[config.mk]
export PLATFORM = sky130hd
export DESIGN_NAME = bus_xfer_ctrl
export DESIGN_NICKNAME = d
export VERILOG_FILES = /design/src/rtl/bus_xfer_pkg.sv /design/src/rtl/onehot_dec5.sv /design/src/rtl/bus_xfer_ctrl.sv
export SDC_FILE = /design/constraint.sdc
export NUM_CORES = 1
export LEC_CHECK = 0
export ABC_AREA = 1
export CORE_MARGIN = 5
export CORE_UTILIZATION = 50
export DETAILED_ROUTE_END_ITERATION = 10
export DONT_BUFFER_PORTS = 1
export HOLD_SLACK_MARGIN = 0.12
export PLACE_DENSITY_LB_ADDON = 0.2
export SLEW_MARGIN = 10
export SYNTH_ARGS = -nofsm -noshare
export SYNTH_HDL_FRONTEND = slang
export SYNTH_SLANG_ARGS = --single-unit
[constraint.sdc]
create_clock -name clock -period 1.85 [get_ports clock]
set_input_delay 0.37 -clock clock [delete_from_list [all_inputs] [get_ports clock]]
set_output_delay 0.37 -clock clock [all_outputs]
set_load 0.005 [all_outputs]
[src/rtl/bus_xfer_pkg.sv]
// bus_xfer_pkg: shared bus codes, sizes and FSM encoding for the bus transfer controller
package bus_xfer_pkg;
  localparam int NUM_SRC = 24;
  localparam int NUM_DST = 24;
  localparam logic [4:0] SRC_R0 = 5'd0;
  localparam logic [4:0] SRC_HI = 5'd16;
  localparam logic [4:0] SRC_LO = 5'd17;
  localparam logic [4:0] SRC_ZHI = 5'd18;
  localparam logic [4:0] SRC_ZLO = 5'd19;
  localparam logic [4:0] SRC_PC = 5'd20;
  localparam logic [4:0] SRC_MDR = 5'd21;
  localparam logic [4:0] SRC_C_SIGN_EXT = 5'd22;
  localparam logic [4:0] SRC_INPORT = 5'd23;
  localparam logic [4:0] DST_R0 = 5'd0;
  localparam logic [4:0] DST_HI = 5'd16;
  localparam logic [4:0] DST_LO = 5'd17;
  localparam logic [4:0] DST_PC = 5'd18;
  localparam logic [4:0] DST_MDR = 5'd19;
  localparam logic [4:0] DST_MAR = 5'd20;
  localparam logic [4:0] DST_IR = 5'd21;
  localparam logic [4:0] DST_Y = 5'd22;
  localparam logic [4:0] DST_OUTPORT = 5'd23;
  localparam logic [1:0] ST_IDLE = 2'd0;
  localparam logic [1:0] ST_DRIVE = 2'd1;
  localparam logic [1:0] ST_LATCH = 2'd2;
  localparam logic [1:0] ST_ERR = 2'd3;
  typedef enum logic [1:0] {
    IDLE  = ST_IDLE,
    DRIVE = ST_DRIVE,
    LATCH = ST_LATCH,
    ERR   = ST_ERR
  } state_t;
  function automatic logic code_ok(input logic [4:0] code, input int limit);
    return int'(code) < limit;
  endfunction
endpackage

[src/rtl/onehot_dec5.sv]
// onehot_dec5: 5-bit bus code to 24-bit one-hot enable, all-zero for illegal codes
module onehot_dec5
  import bus_xfer_pkg::*;
(
  input  logic [4:0]  code,
  output logic [23:0] oh,
  output logic        legal
);
  assign legal = code_ok(code, NUM_SRC);
  assign oh = legal ? 24'd1 << code : '0;
endmodule

[src/rtl/bus_xfer_ctrl.sv]
// bus_xfer_ctrl: sequences one-hot bus drive, settle delay and single-cycle capture
module bus_xfer_ctrl
  import bus_xfer_pkg::*;
#(
  parameter int SETTLE_CYCLES = 1
) (
  input  logic        clock,
  input  logic        clear_n,
  input  logic        req_valid,
  output logic        req_ready,
  input  logic [4:0]  req_src,
  input  logic [4:0]  req_dst,
  output logic [23:0] src_out_oh,
  output logic [23:0] dst_in_oh,
  output logic        busy,
  output logic        done,
  output logic        err
);
  if (SETTLE_CYCLES < 1 || SETTLE_CYCLES > 15) begin : g_bad_settle
    $error("bus_xfer_ctrl: SETTLE_CYCLES must be in 1..15");
  end
  state_t state, nxt;
  logic [3:0] cnt;
  logic [4:0] src_q, dst_q;
  logic [23:0] src_oh, dst_oh;
  logic src_ok, dst_ok, accept, legal;
  assign accept = req_valid && req_ready;
  assign legal = code_ok(req_src, NUM_SRC) && code_ok(req_dst, NUM_DST);
  onehot_dec5 u_src_dec (.code(src_q), .oh(src_oh), .legal(src_ok));
  onehot_dec5 u_dst_dec (.code(dst_q), .oh(dst_oh), .legal(dst_ok));
  // state, settle counter and codes captured only on a legal accept
  always_ff @(posedge clock or negedge clear_n) begin
    if (!clear_n) begin
      state <= IDLE;
      cnt <= '0;
      src_q <= '0;
      dst_q <= '0;
    end else begin
      state <= nxt;
      if (accept && legal) begin
        src_q <= req_src;
        dst_q <= req_dst;
        cnt <= 4'(SETTLE_CYCLES);
      end else if (state == DRIVE) begin
        cnt <= cnt - 4'd1;
      end
    end
  end
  // next-state: DRIVE lasts exactly SETTLE_CYCLES, LATCH and ERR last one cycle
  always_comb begin
    nxt = state;
    case (state)
      IDLE: nxt = accept ? (legal ? DRIVE : ERR) : IDLE;
      DRIVE: nxt = (cnt == 4'd1) ? LATCH : DRIVE;
      default: nxt = IDLE;
    endcase
  end
  assign req_ready = state == IDLE;
  assign busy = state == DRIVE || state == LATCH;
  assign done = state == LATCH;
  assign err = state == ERR;
  assign src_out_oh = (busy && src_ok) ? src_oh : '0;
  assign dst_in_oh = (done && dst_ok) ? dst_oh : '0;
endmodule

---- Yosys cells after proc, flatten, opt, wreduce, memory -nomap -nowiden ----
Index checks and enable logic that the tools add are counted.
operators by class
  mux-type cells .......................... 10
  $add $sub $neg .......................... 1
  reduce and logical (&&, ||, !) cells .... 8
  shift operators ......................... 2
  equal/unequal tests ..................... 4
  magnitude comparators ................... 4
operators with widths
  cell                                              number
  two-way mux 24 bit                                4
  << shifter 1 x 5 -> 24 bit, first input constant  2
  < comparator 5 bit, second input constant         4
  two-way mux 4 bit                                 2
  two-way mux 2 bit                                 3
  logical AND 1 bit                                 5
  == test 2 bit, second input constant              2
  == test 4 x 1 -> 1 bit, second input constant     1
  case mux 2 bit (2 select lines)                   1
  subtractor 4 x 1 -> 4 bit, second input constant  1
  == test 2 x 1 -> 1 bit, second input constant     1
  logical NOT 2 bit                                 1
  nonzero test 2 bit                                1
  logical OR 1 bit                                  1
storage, ports and cells
  word-level logic and storage cells ...... 33
  input bits .............................. 13
  register bits ........................... 16
  output and inout port bits .............. 52

---- Longest topological paths before layout ----
Gate-level depths: netlist (run 1).
  word-level depth ........................ 5
  mapped depth ............................ 8
  mapped depth without buffers ............ 7

---- Cells and area by module ----
From an unflattened synthesis (run 1), not the netlist that was laid out.
second synthesis, totals
  cell total of the unflattened synthesis .. 294
  area, all modules ....................... 1714.1 um^2
by module, submodules not included
  module         cells each  area an instance (um^2)  seq. area each (um^2)  times used
  bus_xfer_ctrl  192         1151.1                   400.4                  1
  onehot_dec5    51          281.5                    0.0                    2

---- Worst setup path before layout (run 1) ----
Ideal clock, no wire load.
  path type ............................... flip-flop to output port
  start ................................... register state[0]
  end ..................................... output src_out_oh[16]
  path buffers ............................ 0
  path slack .............................. 323 ps
  required time ........................... 1480 ps
  cell stages (with the launch flop) ...... 6
  data arrival time ....................... 1157 ps
  path through ............................ dfrtp_1 inv_1 ha_1 a21boi_2 nand2_1 nor2_1
between the ends
  longest elaborated chain between the ends .. 4
  elaborated cells on any way between the ends .. 5
  classes of those cells .................. eq/ne: 2; mux: 1; reduce/logical: 2
ends and longest elaborated chain
  item                                                     RTL line             source
  from (decl)                                              bus_xfer_ctrl.sv:22  state_t state, nxt;
  from (signal assigned)                                   bus_xfer_ctrl.sv:39  state <= nxt;
  == test 2 x 1 -> 1 bit or == test 2 bit (tied branches)  bus_xfer_ctrl.sv:59  assign busy = state == DRIVE || state == LATCH;
  logical OR 1 bit (*)                                     bus_xfer_ctrl.sv:59
  named net busy                                           bus_xfer_ctrl.sv:15  output logic busy,
  logical AND 1 bit (*)                                    bus_xfer_ctrl.sv:62  assign src_out_oh = (busy && src_ok) ? src_oh : '0;
  two-way mux 24 bit (*)                                   bus_xfer_ctrl.sv:62
  to (decl)                                                bus_xfer_ctrl.sv:13  output logic [23:0] src_out_oh,
Mark *: on every way through the listed nets, which the timed path passes. The rest lies on a longest branch.

---- Worst setup path after layout (run 1) ----
  start ................................... register state[0]
  end ..................................... output src_out_oh[3]
The elaborated chain is that of the path after synthesis.

==> impl_results.md, run 1 <==
* Share of cells above drive strength 1 at 0.302
* Pwr Total at ~2.4 mW
* Top cells by count, synth: nor2_1 (53), nand2_1 (43), nand3_1 (19)
* Hold Crit Class: in2reg
* Max-cap viol count at 0
* Drt total wl at around 3100 µm
* Netlist Area Pre-Place at about 1300 µm²
* Relative slew slack at 0.523
* Critical path arrival at between 1.5 and 2 ns
* Largest area contributor in the netlist: dfrtp_1
* Largest family of logic cells by synthesized area: simple AND/OR/NAND/NOR gates
* Least-Margin Pin Slew at 0.712 ns
* Via count at roughly 1200
* Post-DP HPWL at between 2000 and 2500 µm
* Compound-Gate Fraction of Synth Area at 0.0327
* Synth-to-Final Area Change at 14.8%
* CTS tree: yes
* Pins Over Slew Limit at 0
* Synth Area in XOR/XNOR at 0.00694
* Yosys top cell area share at 0.317
* Die Wd at roughly 60 µm
* CP Launch Type: flop
* Critical path cell sequence: inv_2, ha_4, a21boi_4, nand2_4, nor2_4
* Area share of and/or/nand/nor cells after synthesis at 0.483
* Final core occ at 0.590
* Grt ovf at 0
* WP depth at 5
* Final setup fails at 27
* Latest clock arrival within the worst-skew pair at a little under 0.3 ns
* # diodes at 0
* CTS Sinks at 16
* Worst hold margin at about 0.18 ns
* Fmax at approximately 530 MHz
* CTS HTree Levels at 1
* Synth async-reset ratio at 1.00
* Initial DRT Pass Iterations at 4
* Initial antenna violation count at 0
* Avg WL per Cell at 14.1 µm
* Routed Antenna Nets at 0
* Top delay family on crit path: flip-flops
* Pin count of the biggest net entering global routing at 17
* Clock Path Buffers at 2
* Synth Flop Type: dfrtp_1
* First-pass GRT wire length at approximately 4800 µm
* Most frequent cell after synthesis: nor2_1
* Yosys cell types at 21
* I/O pin cnt at 65
* PnR worst setup slack at -0.0473 ns
* Final Critical Period at 1.90 ns
* Nets@finish at approximately 210
* Initial Util at 0.514
* Final Hold Fails at 0
* Outcome: finished, violations left
* Peak VDD IR at 1020 µV
* Hold Path Cell Cnt at 2
* Die Ht at 60.2 µm
* Input/output buffers at 0
* Total negative setup slack at -0.692 ns
* Ys Warns at 0
* #FFs+latches synth at 16
* Final period util at 1.03
* CP endpoint kind: primary output
* Vias per inst at around 5.5
* Sequential element share of the synthesized area at 0.317
* Multiplexer share of the synthesized area at 0
* DRC violations left at 0
* Buffers plus inverters on the worst setup path at 1
* Post-Synth Adder-Cell Area at 0.0595
* Core box area at about 2500 µm²
* Largest cells by area after synthesis: dfrtp_1 (32%), nor2_1 (16%), nand2_1 (13%)
* Drt first-iter violations at 65
* Cell Pwr Density at about 1700 nW/µm²
* Syn Nets at 210
* Row Count at 18
* Syn Area/Cell at 6.60 µm²
* CP Max Fanout at 8
* Global-route usage over all layers at 0.178
* Cts bufs inserted at 3
* Setup CP Type: reg2out
* Root Buffer: clkbuf_4
* Unrepaired setup endpoints after global routing: true
* Clock Skews at around 0.0039 ns
* Leak at between 0.5 and 0.6 nW
* FF-to-FF path depth at 8
* Synth Instances at 191
* Max stage delay cell, worst path: dfrtp_1
* Req. time, crit path at between 1 and 1.5 ns
* Failing checks: setup timing
* Die ar. at around 3600 µm²
* Worst path max stage delay at around 0.37 ns
* Post-synth EDFFs at 0
* Reg clk slew, reported paths at 0.09 ns
* Vias in the first global route at roughly 1100
* RD Place Congestion at between 0.8 and 0.9
worst paths after layout:
path	slack, ns	to	startpoint
setup / recovery	-0.05	src_out_oh[3]	state[0]
hold / removal	0.18	dst_q[1]	req_dst[1]
setup reg to reg	0.49	cnt[3]	state[0]
hold reg to reg	0.57	cnt[3]	cnt[3]
max in group asynchronous	0.83	src_q[4]	clear_n
min in group asynchronous	0.57	cnt[1]	clear_n
layer usage:
| layer | track usage | routed length [µm] | vias to the layer above |
|---|---|---|---|
| li1 | - | - | 620 |
| met1 | 0.189 | 1180 | 564 |
| met2 | 0.332 | 1710 | 38 |
| met3 | 0.0281 | 217 | 2 |
| met4 | 0.0886 | 17 | 0 |
| met5 | 0 | 0 | - |
registers in the layout, indices dropped and copies added, names as in the netlist:
| name | count |
|---|---|
| dst_q | 5 |
| src_q | 5 |
| cnt | 4 |
| state | 2 |
kinds of logic (layout without fill, tap and decap cells):
family | Yosys count | in the layout
fa+ha+maj | 6 | 6
flops | 16 | 16
simple gates | 138 | 138
xor+xnor | 1 | 1
buf+inv | 25 | 26
compound gates | 5 | 5
metrics by stage:
step	setup slack, ns	cell area [µm²]	std cells
after detailed placement	0.144	1240	213
final	-0.0473	1450	222
after global placement	0.192	1240	213
after floorplan	0.323	1260	191
after CTS	-0.0310	1420	221
after global routing	-0.123	1450	222
layout make-up:
cell class	instances	area (µm²)
Clock buffer	4	36.3
Fill cell	251	1010
Inverter	17	63.8
Multi-Input combinational cell	150	870
Sequential cell	16	400
Tap cell	30	37.5
Timing Repair Buffer	5	40.0
layout by cell type (no fill, tap or decap):
master / instances
nor2_4: 5
nor2_2: 22
or2_0: 1
ha_1: 4
a21oi_2: 1
nand3_2: 1
nand2_1: 39
a21oi_1: 1
inv_2: 10
clkbuf_8: 1
xnor2_1: 1
o21ai_0: 1
dlygate4sd3_1: 1
ha_4: 1
ha_2: 1
inv_1: 7
nand2_2: 5
a21boi_4: 2
buf_4: 4
nor2_1: 27
nand4_1: 16
clkbuf_4: 3
nand3_1: 19
dfrtp_1: 16
nor3b_1: 1
nand2_4: 2
timing repair:
item,in CTS,in global routing
setup buffers,3,1
hold buffers,1,0
endpoints found under the setup margin,48,48
gates resized for setup,36,6
pin swaps,3,1
gates cloned,0,0
endpoints found under the hold margin,16,0
where the power goes:
group / internal, mW / leakage, nW / switching [mW]
logic: 0.502 / 0.375 / 0.896
registers: 0.513 / 0.200 / 0.285
clock network: 0.120 / 0.0210 / 0.111
total: 1.13 / 0.595 / 1.29
Note: power is estimated with default switching activity, not from simulation.
==> inputs of run 2 (changes only) <==
Settings changed: CORE_UTILIZATION 50 to 30, SYNTH_HIERARCHICAL set to 1, TNS_END_PERCENT set to 100.
==> run 2 against run 1 <==
Compared with the run above: the run now ends clean; clock power grew 12%; global-route usage decreased by 6.5 points; cell count up 62%; non-clock buffer count is 2 lower; register-to-register slack worse by 0.06 ns; utilization fell by 26 points; first-iteration DRC count shrank 32%; setup slack improved by 0.13 ns; via count increased by 33%; cell area is 28% higher; area after synthesis rose by 36%; critical path type unchanged; critical endpoint is now src_out_oh[19]; highest routed layer is now met3.
==> impl_results.md, run 2 <==
* Outcome: complete, no violations
* Relative slew slack at 0.509
* Req. time, crit path at between 1 and 1.5 ns
* Unrepaired setup endpoints after global routing: true
* Nets@finish at a little over 300
* Least-Margin Pin Slew at around 0.73 ns
* Postcts setup bufs at 0
* First-pass GRT wire length at around 7000 µm
* Latest clock arrival within the worst-skew pair at roughly 0.24 ns
* Worst reg2reg path startpoint: state[0]
* Cts bufs inserted at 3
* Fmax at roughly 570 MHz
* Worst reg-to-reg setup slack at about 0.43 ns
* Final setup fails at 0
* Initial antenna violation count at 0
* Most crowded layer after global routing: met2
* Initial DRT Pass Iterations at 4
* Synth Instances at between 200 and 300
* I/O pin cnt at 65
* Die Wd at 85.6 µm
* Final Critical Period at 1.76 ns
* CP Launch Type: flop
* Core box area at between 5000 and 6000 µm²
* Largest cells by area after synthesis: dfrtp_1 (23%), nor2_1 (21%), inv_1 (12%)
* Reg clk slew, reported paths at ~0.060 ns
* Grt met3 use at 0.0451
* FF-to-FF path depth at 6
* Post-synth EDFFs at 0
* Synth Flop Type: dfrtp_1
* Leak at about 0.7 nW
* Yosys top cell area share at 0.234
* Hold Path Origin: req_src[1]
* Routed Antenna Nets at 0
* Hold EP: src_q[1]
* Row Count at 27
* Final Hold Fails at 0
* Yosys cell types at 20
* Grt ovf at 0
* Synth-to-Final Area Change at 7.74%
* Top cells by count, synth: nor2_1 (95), inv_1 (55), nand2_1 (53)
* Inst Count DP at 356
* Hold Crit Class: in2reg
* Peak VDD IR at roughly 600 µV
* Largest area contributor in the netlist: dfrtp_1
* Critical path arrival at 1.39 ns
* Max-cap viol count at 0
* Drt total wl at 4230 µm
* Initial Util at 0.309
* Pins Over Slew Limit at 0
* CTS HTree Levels at 1
* Most frequent cells in the layout: nor2_1 (75), inv_1 (55), nand2_1 (53)
* #FFs+latches synth at 16
* Clock Skews at about 0.0020 ns
* Syn Area/Cell at just under 6 µm²
* Hold Path Cell Cnt at 2
* Syn Nets at 313
* FF-to-FF End: dst_q[1]
* Cell Pwr Density at 1490 nW/µm²
* Clock Path Buffers at 2
* Grt met2 use at 0.187
* Final core occ at 0.333
* Fin cells at 360
* Sequential element share of the synthesized area at 0.234
* Pwr Total at about 2.7 mW
* Synth async-reset ratio at 1.00
* Ys Warns at 6
* Setup CP Type: reg2out
* CP Max Fanout at 8
* Most frequent cell after synthesis: nor2_1
* Drt first-iter violations at 44
* Netlist Area Pre-Place at about 1700 µm²
* CP endpoint kind: primary output
* Vias in the first global route at 1500
* Via count at around 1600
* Final period util at 0.954
* Root Buffer: clkbuf_8
* DRC violations left at 0
* Top Registers: dst_q: 5 flops, src_q: 5 flops, cnt: 4 flops
* # diodes at 0
* Share of cells above drive strength 1 at 0.219
* Avg WL per Cell at 11.8 µm
* Input/output buffers at 0
* CTS tree: yes
* Pin count of the biggest net entering global routing at 25
* Die ar. at 7330 µm²
* Post-DP HPWL at between 3000 and 4000 µm
* Vias per inst at around 4.5
* Global-route usage over all layers at 0.113
* Die Ht at 85.6 µm
* RD Place Congestion at slightly below 0.8
* Total negative setup slack at 0 ns
* Commonest non-fill, non-tap cell in the layout: nor2_1
* Met1 usage at 0.145
* CTS Sinks at 16
==> run 2: worst max path at each step <==
stage                     end  cells after the start  startpoint
6_report       src_out_oh[19]                      5    src_q[2]
5_1_grt          dst_in_oh[3]                      5    state[0]
4_1_cts          dst_in_oh[1]                      6    dst_q[0]
3_5_place_dp   src_out_oh[10]                      5    state[0]
3_3_place_gp   src_out_oh[11]                      5    state[0]
2_1_floorplan  src_out_oh[10]                      5    state[0]
==> run 2: kinds of logic (layout without fill, tap and decap cells) <==
group,after synthesis,in the layout,share of synthesized area
adders and majority gates,6,6,0.0438
DFF,16,16,0.234
buffers and inverters,78,72,0.209
and+or+nand+nor,189,189,0.499
AOI/OAI and AO/OA,5,5,0.0146
==> run 2: cell type report <==
type	instances	area [µm²]
Clock buffer	3	41.3
Fill cell	642	3690
Inverter	66	255
Multi-Input combinational cell	200	1020
Sequential cell	16	408
Tap cell	72	90.1
Timing Repair Buffer	3	32.5
==> run 2: where the power goes <==
part / total, mW / internal [mW] / switching, mW / leakage [nW]
clock: 0.258 / 0.144 / 0.114 / 0.0216
combinational: 1.58 / 0.527 / 1.05 / 0.497
sequential: 0.908 / 0.525 / 0.383 / 0.193
total: 2.75 / 1.20 / 1.55 / 0.711
==> run 2: stage by stage <==
step	area (µm²)	hold WS (ns)	worst slack, ns
finish	1850	0.231	0.0855
floorplan	1710	0.0744	0.368
global placement	1710	0.0750	0.272
global route	1850	0.226	-0.00263
detailed placement	1710	0.0750	0.242
CTS	1780	0.225	0.0102
==> run 2: timing repair <==
action | in CTS | in global routing
gates resized for setup | 1 | 30
hold buffers | 1 | 0
setup endpoints to repair | 24 | 48
endpoints found under the hold margin | 16 | 0
==> run 2: critical path: stages, from the launching register on <==
cell and delay [ns]:
dfrtp_1 0.49, inv_2 0.19, nand4_1 0.15, nor2_1 0.13, inv_1 0.05, nor2_1 0.14
==> run 2: routing by layer <==
layer	vias up	wire length [µm]
li1	847	-
met1	719	1850
met2	59	1980
met3	0	399
met4	0	0
met5	-	0
